==> config.mk <==
export PLATFORM = sky130hd
export DESIGN_NAME = pwm_led_array_flat
export DESIGN_NICKNAME = d
export VERILOG_FILES = /design/src/rtl/pwm_led_array_pkg.sv /design/src/rtl/pwm_led_array_if.sv /design/src/rtl/pwm_led_array_channel.sv /design/src/rtl/pwm_led_array.sv /design/src/flat_wrapper.sv
export SDC_FILE = /design/constraint.sdc
export NUM_CORES = 1
export LEC_CHECK = 0
export CAP_MARGIN = 20
export CORE_UTILIZATION = 55
export DETAILED_ROUTE_END_ITERATION = 10
export GPL_TIMING_DRIVEN = 0
export PLACE_DENSITY = 0.85
export SLEW_MARGIN = 0
export SYNTH_ARGS = -nofsm -noshare
export SYNTH_HDL_FRONTEND = slang
export SYNTH_SLANG_ARGS = --single-unit
==> constraint.sdc <==
create_clock -name clk -period 4.1 [get_ports clk]
set_input_delay 0.82 -clock clk [delete_from_list [all_inputs] [get_ports clk]]
set_output_delay 0.82 -clock clk [all_outputs]
set_load 0.005 [all_outputs]
==> src/rtl/pwm_led_array_pkg.sv <==
// Shared types, defaults and helpers for the N-channel PWM LED driver.
// Duty clamping and divider sizing live here so every channel agrees on them.
package led_pkg;

    typedef enum logic [0:0] {
        IDLE = 1'b0,
        RUN  = 1'b1
    } state_t;

    localparam int NCH_DEF      = 3;
    localparam int CW_DEF       = 8;
    localparam int PERIOD_DEF   = 100;
    localparam int FADE_DIV_DEF = 4;

    // Width of the frame divider that counts 0..fadeDiv-1.
    function automatic int div_width(input int fadeDiv);
        return $clog2(fadeDiv + 1);
    endfunction

    function automatic logic [31:0] sat_duty(input logic [31:0] value, input logic [31:0] period);
        logic [31:0] result;
        if (value > period) begin
            result = period;
        end else begin
            result = value;
        end
        return result;
    endfunction

endpackage

==> src/rtl/pwm_led_array_if.sv <==
// Control/status bundle between the board control logic and the PWM LED driver.
interface pwm_led_array_if
    import led_pkg::*;
#(
    parameter int NCH = NCH_DEF,
    parameter int CW  = CW_DEF
);
    logic                en;
    logic [NCH*CW-1:0]   target;
    logic                load;
    logic                fade_en;
    logic [NCH-1:0]      pwm_out;
    logic                busy;
    logic                frame_tick;

    modport master (
        output en, target, load, fade_en,
        input  pwm_out, busy, frame_tick
    );

    modport slave (
        input  en, target, load, fade_en,
        output pwm_out, busy, frame_tick
    );
endinterface

==> src/rtl/pwm_led_array_channel.sv <==
// One PWM channel: clamped target register, current duty with jump/fade update
// at frame boundaries, and the registered output comparator.
module pwm_channel
    import led_pkg::*;
#(
    parameter int CW     = CW_DEF,
    parameter int PERIOD = PERIOD_DEF
) (
    input  logic          clk,
    input  logic          rst,
    input  logic          run,
    input  logic [CW-1:0] cnt,
    input  logic          boundary,
    input  logic          fadeStep,
    input  logic          fade_en,
    input  logic          load,
    input  logic [CW-1:0] target,
    output logic          pwm,
    output logic          busy
);

    logic [CW-1:0] tgt_r;
    logic [CW-1:0] cur_r;
    logic          pwm_r;
    logic [CW-1:0] tgtNext_s;
    logic [CW-1:0] stepped_s;
    logic [CW-1:0] curNext_s;

    // Target capture with clamp to a full-on duty.
    always_comb begin
        tgtNext_s = tgt_r;
        if (load) begin
            tgtNext_s = CW'(sat_duty(32'(target), 32'(PERIOD)));
        end else begin
            tgtNext_s = tgt_r;
        end
    end

    // One-count move toward the target used by the fade ramp.
    always_comb begin
        stepped_s = cur_r;
        if (cur_r < tgt_r) begin
            stepped_s = cur_r + CW'(1);
        end else if (cur_r > tgt_r) begin
            stepped_s = cur_r - CW'(1);
        end else begin
            stepped_s = cur_r;
        end
    end

    // Current duty only changes at a frame boundary, so a frame never mixes duties.
    always_comb begin
        curNext_s = cur_r;
        if (!run) begin
            curNext_s = '0;
        end else if (fadeStep) begin
            curNext_s = stepped_s;
        end else if (boundary && !fade_en) begin
            curNext_s = tgt_r;
        end else begin
            curNext_s = cur_r;
        end
    end

    // Channel registers; the comparator sees the old duty on the boundary edge,
    // so a full-on duty never drops low across the wrap.
    always_ff @(posedge clk) begin
        if (!rst) begin
            tgt_r <= '0;
            cur_r <= '0;
            pwm_r <= 1'b0;
        end else begin
            tgt_r <= tgtNext_s;
            cur_r <= curNext_s;
            pwm_r <= run && (cnt < cur_r);
        end
    end

    assign pwm  = pwm_r;
    assign busy = (cur_r != tgt_r);

endmodule

==> src/rtl/pwm_led_array.sv <==
// N-channel PWM LED driver: run/idle control, frame counter, fade divider and
// status, with one pwm_channel per LED.
module pwm_led_array
    import led_pkg::*;
#(
    parameter int NCH      = NCH_DEF,
    parameter int CW       = CW_DEF,
    parameter int PERIOD   = PERIOD_DEF,
    parameter int FADE_DIV = FADE_DIV_DEF
) (
    input  logic                 clk,
    input  logic                 rst,
    pwm_led_array_if.slave       bus
);

    localparam int            DW       = div_width(FADE_DIV);
    localparam logic [CW-1:0] CNT_LAST = CW'(PERIOD - 1);
    localparam logic [DW-1:0] DIV_LAST = DW'(FADE_DIV - 1);

    state_t         state_r;
    state_t         stateNext_s;
    logic [CW-1:0]  cnt_r;
    logic [CW-1:0]  cntNext_s;
    logic [DW-1:0]  div_r;
    logic [DW-1:0]  divNext_s;
    logic           frameTick_r;
    logic           run_s;
    logic           boundary_s;
    logic           fadeStep_s;
    logic [NCH-1:0] chPwm_s;
    logic [NCH-1:0] chBusy_s;

    // Run/idle decision; en low wins immediately, mid-frame or not.
    always_comb begin
        stateNext_s = state_r;
        case (state_r)
            IDLE: begin
                if (bus.en) begin
                    stateNext_s = RUN;
                end else begin
                    stateNext_s = IDLE;
                end
            end
            RUN: begin
                if (!bus.en) begin
                    stateNext_s = IDLE;
                end else begin
                    stateNext_s = RUN;
                end
            end
            default: stateNext_s = IDLE;
        endcase
    end

    assign run_s      = (stateNext_s == RUN);
    assign boundary_s = (state_r == RUN) && (cnt_r == CNT_LAST);
    assign fadeStep_s = boundary_s && bus.fade_en && (div_r == DIV_LAST);

    // Frame counter and fade divider; both restart from zero on every entry to RUN.
    always_comb begin
        cntNext_s = cnt_r;
        divNext_s = div_r;
        if (!run_s || (state_r == IDLE)) begin
            cntNext_s = '0;
            divNext_s = '0;
        end else if (boundary_s) begin
            cntNext_s = '0;
            if (bus.fade_en) begin
                if (div_r == DIV_LAST) begin
                    divNext_s = '0;
                end else begin
                    divNext_s = div_r + DW'(1);
                end
            end else begin
                divNext_s = div_r;
            end
        end else begin
            cntNext_s = cnt_r + CW'(1);
            divNext_s = div_r;
        end
    end

    // Control registers; the tick is derived from the next count so it lines up with cnt==PERIOD-1.
    always_ff @(posedge clk) begin
        if (!rst) begin
            state_r     <= IDLE;
            cnt_r       <= '0;
            div_r       <= '0;
            frameTick_r <= 1'b0;
        end else begin
            state_r     <= stateNext_s;
            cnt_r       <= cntNext_s;
            div_r       <= divNext_s;
            frameTick_r <= run_s && (cntNext_s == CNT_LAST);
        end
    end

    for (genvar i = 0; i < NCH; i++) begin : g_ch
        pwm_channel #(
            .CW     (CW),
            .PERIOD (PERIOD)
        ) u_ch (
            .clk      (clk),
            .rst      (rst),
            .run      (run_s),
            .cnt      (cnt_r),
            .boundary (boundary_s),
            .fadeStep (fadeStep_s),
            .fade_en  (bus.fade_en),
            .load     (bus.load),
            .target   (bus.target[i*CW +: CW]),
            .pwm      (chPwm_s[i]),
            .busy     (chBusy_s[i])
        );
    end

    assign bus.pwm_out    = chPwm_s;
    assign bus.busy       = (state_r == RUN) && (|chBusy_s);
    assign bus.frame_tick = frameTick_r;

endmodule

==> src/flat_wrapper.sv <==
// flat-port wrapper written by rule: the top's interface ports become plain ports
module pwm_led_array_flat import led_pkg::*;
#(
    parameter int NCH      = NCH_DEF,
    parameter int CW       = CW_DEF,
    parameter int PERIOD   = PERIOD_DEF,
    parameter int FADE_DIV = FADE_DIV_DEF
)
  (clk, rst, bus_en, bus_target, bus_load, bus_fade_en, bus_pwm_out, bus_busy, bus_frame_tick);
  pwm_led_array_if #(.NCH(NCH), .CW(CW)) bus_i ();
  input  logic clk;
  input  logic rst;
  input wire logic [$bits(bus_i.en)-1:0] bus_en;
  input wire logic [$bits(bus_i.target)-1:0] bus_target;
  input wire logic [$bits(bus_i.load)-1:0] bus_load;
  input wire logic [$bits(bus_i.fade_en)-1:0] bus_fade_en;
  output wire logic [$bits(bus_i.pwm_out)-1:0] bus_pwm_out;
  output wire logic [$bits(bus_i.busy)-1:0] bus_busy;
  output wire logic [$bits(bus_i.frame_tick)-1:0] bus_frame_tick;
  assign bus_i.en = bus_en;
  assign bus_i.target = bus_target;
  assign bus_i.load = bus_load;
  assign bus_i.fade_en = bus_fade_en;
  assign bus_pwm_out = bus_i.pwm_out;
  assign bus_busy = bus_i.busy;
  assign bus_frame_tick = bus_i.frame_tick;
  pwm_led_array #(.NCH(NCH), .CW(CW), .PERIOD(PERIOD), .FADE_DIV(FADE_DIV)) u_core (.clk(clk), .rst(rst), .bus(bus_i));
endmodule
==> impl_metrics.toml, run 1 <==
[run_status]
outcome = "finished clean"

[route]
via_per_inst = 6.21
vias = 4360
wl_per_cell_microns = 17.5
wl_microns = 12300
drc_errors = 0
ant_nets = 0
drt_pass1_iterations = 5
drt-initial-drc-count = 220

[grt]
overflow = 0
grtUsageTotal = 0.309
grt_pass1_vias = 4390
grt_max_degree = 12
antenna_found_initial = 0
grt_pass1_wl_microns = 20700

[critical_path]
cp_data_arrival_time_ns = 3.64
critPathLaunchType = "flip-flop"
reg2reg_slack_ns = 0.69
r2r-end = "u_core.g_ch[0].u_ch.cur_r[7]"
r2r_cells = 12
endpoint_kind = "flip-flop"
path_class = "reg2reg"
crit_path_max_fanout = 8
crit_path_start = "u_core.g_ch[0].u_ch.cur_r[1]"
required_ns = 4.33
cp-endpoint = "u_core.g_ch[0].u_ch.cur_r[7]"
reg2reg_from = "u_core.g_ch[0].u_ch.cur_r[1]"

[yosys]
postSynthAreaPerCell_sq_um = 8.31
synth_warnings = 0
synth_flop_cell = "dfxtp_1"
synth_top_area_cell = "dfxtp_1"
synth_top_area_frac = 0.279
synthCells = 552
ys_async_sr_fraction = 0
ys_types = 53
synth_fp_nets = 652
ys_seq_area_frac = 0.279
ys_top_cells_by_area = "dfxtp_1 (28%), ha_1 (19%), a21oi_1 (6.1%)"
synth_area_sq_um = 4590
synth_seq_cells = 64
synth_edf_count = 0

[layout]
drive_gt1_frac = 0.0583
final_cell_mix = "ha_1 (68), dfxtp_1 (64), a21oi_1 (56)"
multi_input_area_sq_um = 2990
finalCoreUtilization = 0.667
syn2layout_area_growth_pct = 14.6
final_common_cell = "ha_1"
num-fill-cells = 623
nets = 695
antenna_cells = 0
seqCellArea_sq_um = 1280
finalInstanceArea_sq_um = 5260

[placement]
place_area_sq_um = 5040
place_hpwl_microns = 8840
numPortBuffers = 32
globalplace.congestion = 0.918
place_ws_ns = 0.818

[clock_tree]
cts_buffers = 9
clock_latency_ns = 0.36
cts_resized = 0
cts_tree = "done"
cts.sinks = 64
cts_root_buffer = "clkbuf_8"
clockBufferDepth = 2
post_cts_buffers = 0
postCtsHoldBufs = 0
clk_pin_slew_ns = 0.08
htreeDepth = 3

[sta]
fin_worst_skew_ns = 0.00766
tns_ns = 0
setup_viol = 0
fin_hold_ws_ns = 0.488
tightest_slew_ns = 0.818
slew_headroom = 0.454
hold_viol_final = 0
fmax_mhz = 293
slew_viol_final = 0
fin_crit_ns = 3.41
rsz0062_at_grt = "false"
setup_ws_ns = 0.691
fin_crit_sh = 0.832

[run]
maxCapViolations = 0

[die]
rows = 32
pin_count = 34
die_h_microns = 93.3
die_area_sq_um = 8710
fp.dieW_microns = 93.3
core_region_area_sq_um = 7890
start_util = 0.582

[pwr]
ir_drop_mv = 0.272
pwr_density_cell_nw_per_um2 = 280
leakagePower_nw = 2.15

[min_path]
hold_class = "reg2reg"
-- where the power goes --
group	switching (mW)	internal [mW]	total (mW)
combinational	0.109	0.0904	0.200
sequential	0.0134	0.633	0.647
clock	0.268	0.358	0.626
-- synth_stat cells (2+ instances only) --
library cell and n:
a211o_1 3, a211oi_1 16, a211oi_2 2, a21o_1 14, a21oi_1 56, a21oi_2 2, a221oi_1 2, a22o_1 12
a22oi_1 3, a311oi_1 6, a31oi_1 6, and2_1 8, and3_1 2, buf_4 3, buf_6 2, clkbuf_1 12
dfxtp_1 64, fa_1 3, ha_1 68, inv_1 55, nand2_1 39, nand2b_1 8, nand3_1 13, nand4_1 5
nor2_1 33, nor2b_1 5, nor3_1 6, nor3b_1 3, o211ai_1 6, o21ai_0 38, o21ba_2 3, o21bai_1 3
o22ai_1 3, o31ai_1 4, or2_2 2, or3_1 4, xnor2_1 10, xor2_1 13
-- per-stage QoR --
| stage | power (mW) | cells |
|---|---|---|
| after floorplan | 0.783 | 552 |
| after global placement | 0.843 | 686 |
| after detailed placement | 0.854 | 686 |
| after CTS | 1.46 | 702 |
| after global routing | 1.52 | 702 |
| final | 1.47 | 702 |
-- kinds of logic after synthesis --
| family | synth area share |
|---|---|
| AOI/OAI and AO/OA | 0.263 |
| xor gates and xnor gates | 0.0439 |
| adders and majority gates | 0.198 |
| buffers and inverters | 0.0690 |
| DFF | 0.279 |
| and+or+nand+nor | 0.147 |
-- worst min path at each step --
| stage | start | to | slack [ns] | depth (start not counted) |
|---|---|---|---|---|
| 4_1_cts | u_core.div_r[1] | u_core.div_r[1] | 0.49 | 2 |
| 2_1_floorplan | u_core.div_r[1] | u_core.div_r[1] | 0.44 | 2 |
| 6_report | u_core.div_r[1] | u_core.div_r[1] | 0.49 | 2 |
| 5_1_grt | u_core.div_r[1] | u_core.div_r[1] | 0.50 | 2 |
| 3_3_place_gp | u_core.div_r[1] | u_core.div_r[1] | 0.45 | 2 |
| 3_5_place_dp | u_core.div_r[1] | u_core.div_r[1] | 0.48 | 2 |
-- cell type report --
| type | instances | share of cell area |
|---|---|---|
| multi-input combinational | 414 | 0.569 |
| sequential | 64 | 0.244 |
| buffer | 19 | 0.0209 |
| timing repair buffer | 32 | 0.0609 |
| inverter | 55 | 0.0393 |
| clock buffer | 11 | 0.0269 |
| clock inverter | 5 | 0.0152 |
| tap | 102 | 0.0243 |
-- critical path, stage by stage, from the launching register on --
cell and delay, ns:
dfxtp_1 0.47, ha_1 0.30, nor2b_1 0.14, o211a_1 0.25
o21ba_2 0.23, nand2b_1 0.30, ha_1 0.36, a21o_1 0.20
a211oi_1 0.25, nor2_1 0.11, a311oi_1 0.38, xnor2_1 0.18
o22ai_1 0.11
-- flip-flops by register name, indices dropped and copies added, names as in the netlist --
| register | cells |
|---|---|
| u_core.g_ch.u_ch.cur_r | 24 |
| u_core.g_ch.u_ch.tgt_r | 24 |
| u_core.cnt_r | 8 |
| u_core.div_r | 3 |
| u_core.g_ch.u_ch.pwm | 3 |
| u_core.bus.frame_tick | 1 |
| u_core.state_r | 1 |
-- metal layers --
layer | vias up | global-route usage | wire [microns]
li1 | 2078 | - | -
met1 | 2021 | 0.364 | 4870
met2 | 206 | 0.544 | 6030
met3 | 55 | 0.0528 | 906
met4 | 0 | 0.146 | 462
met5 | - | 0 | 0
Note: power is estimated with default switching activity, not from simulation.
==> run 2, diff against run 1 <==
clock period = 3.15 ns   (was 4.1 ns; I/O delays follow)
==> run 2 against run 1 <==
  * Sequential cell count stayed put
  * Worst setup slack worse by 0.62 ns
  * Design area rose by 0.86%
  * Count of clock-buffer cells in the layout is the same
  * Wire length is 1.8% higher
  * First-iteration DRC count is 9.1% lower
  * Clock power increased by 31%
  * Core utilization increased by 0.57 points
  * Largest power group unchanged
==> impl_metrics.toml, run 2 (synthesized netlist as in run 1, its figures left out) <==
[sta]
rsz0062_at_grt = "false"
fin_crit_sh = 0.979
tns_ns = 0
tightest_slew_ns = 0.822
hold_viol_final = 0
fin_worst_skew_ns = 0.0116
slew_headroom = 0.452
fin_crit_ns = 3.08
setup_viol = 0
fmax_mhz = 324
slew_viol_final = 0
fin_hold_ws_ns = 0.484

[clock_tree]
cts_tree = "done"
cts_root_buffer = "clkbuf_8"
cts_buffers = 9
postCtsHoldBufs = 0
htreeDepth = 3
cts.sinks = 64
clock_latency_ns = 0.37
clockBufferDepth = 2
clk_pin_slew_ns = 0.08

[route]
ant_nets = 0
drt_pass1_iterations = 5
drc_errors = 0
drt-initial-drc-count = 200
wl_per_cell_microns = 17.8
wl_microns = 12500
via_per_inst = 6.27
vias = 4404

[layout]
final-instance-count-excl-fill = 702
num-fill-cells = 616
antenna_cells = 0
final_cell_mix = "ha_1 (68), dfxtp_1 (57), a21oi_1 (56)"
drive_gt1_frac = 0.0783
nets = 695
final_common_cell = "ha_1"
largestRegisters = "u_core.g_ch.u_ch.cur_r (24), u_core.g_ch.u_ch.tgt_r (24), u_core.cnt_r (8)"
syn2layout_area_growth_pct = 15.6

[grt]
grt_max_degree = 12
overflow = 0
grt_pass1_wl_microns = 20800
antenna_found_initial = 0
grt_pass1_vias = 4389
grtUsageTotal = 0.311

[critical_path]
required_ns = 3.39
endpoint_kind = "flip-flop"
critPathLaunchType = "flip-flop"
path_class = "reg2reg"
cp_data_arrival_time_ns = 3.32
crit_path_max_fanout = 8

[placement]
place_hpwl_microns = 8840
dp_cells = 686
numPortBuffers = 32
globalplace.congestion = 0.918

[pwr]
finalPower_mw = 1.93
leakagePower_nw = 2.16
pwr_density_cell_nw_per_um2 = 364
ir_drop_mv = 0.355

[run_status]
outcome = "finished clean"

[run]
maxCapViolations = 0

[die]
die_area_sq_um = 8710
die_h_microns = 93.3
core_region_area_sq_um = 7890
pin_count = 34
rows = 32
fp.dieW_microns = 93.3
start_util = 0.582

[min_path]
hold_class = "reg2reg"
## run 2: cell counts in the layout (fill, tap and decap cells not counted)
Identical to the previous run, type by type.
## run 2: layout make-up
class / instances / area, sq um / share of cell area
Multi-Input combinational cell: 414 / 3030 / 0.571
Tap cell: 102 / 128 / 0.0241
Clock buffer: 11 / 141 / 0.0267
Sequential cell: 64 / 1290 / 0.243
Buffer: 19 / 110 / 0.0208
Clock inverter: 5 / 80.1 / 0.0151
Timing Repair Buffer: 32 / 320 / 0.0604
Inverter: 55 / 206 / 0.0389
## run 2: what timing repair did
action,4_1_cts,5_1_grt
pin swaps,0,3
buffers inserted,0,0
gates cloned,0,0
setup endpoints to repair,3,11
gates resized for setup,4,13
## run 2: metrics by stage
stage                      util  area (sq um)  setup slack (ns)
after floorplan               -          4590             0.246
after global placement    0.639          5040           -0.0799
after detailed placement  0.639          5040            -0.132
after CTS                 0.669          5280           0.00294
after global routing      0.672          5300            0.0147
final                     0.672          5300            0.0667
## run 2: worst max-delay path, cell delays in order, from the launching register on
cell	delay [ns]
dfxtp_2	0.37
inv_1	0.05
ha_1	0.30
nor2b_1	0.14
o211a_1	0.25
o21ba_2	0.24
nand2b_4	0.19
ha_1	0.30
a21o_1	0.20
a211oi_1	0.25
nor2_1	0.11
a311oi_2	0.29
xnor2_1	0.16
o22ai_1	0.10
## run 2: layer usage
layer,GRT usage,vias to the layer above,wire [microns]
met3,0.0528,49,871
met2,0.551,196,6240
met5,0,-,0
met4,0.142,0,428
met1,0.366,2085,4960
li1,-,2074,-
## run 2: worst paths after layout
kind	startpoint	to	slack, ns	cells after the start
max reg2reg	u_core.g_ch[0].u_ch.tgt_r[1]	u_core.g_ch[0].u_ch.cur_r[7]	0.07	13
min	u_core.div_r[1]	u_core.div_r[1]	0.48	2
max	u_core.g_ch[0].u_ch.tgt_r[1]	u_core.g_ch[0].u_ch.cur_r[7]	0.07	13
min reg2reg	u_core.div_r[1]	u_core.div_r[1]	0.48	2
## run 2: power by group
| part | switching (mW) | leakage [nW] | internal [mW] | total (mW) |
|---|---|---|---|---|
| sequential | 0.0176 | 0.523 | 0.825 | 0.842 |
| combinational | 0.146 | 1.53 | 0.123 | 0.269 |
| clock | 0.354 | 0.106 | 0.466 | 0.820 |
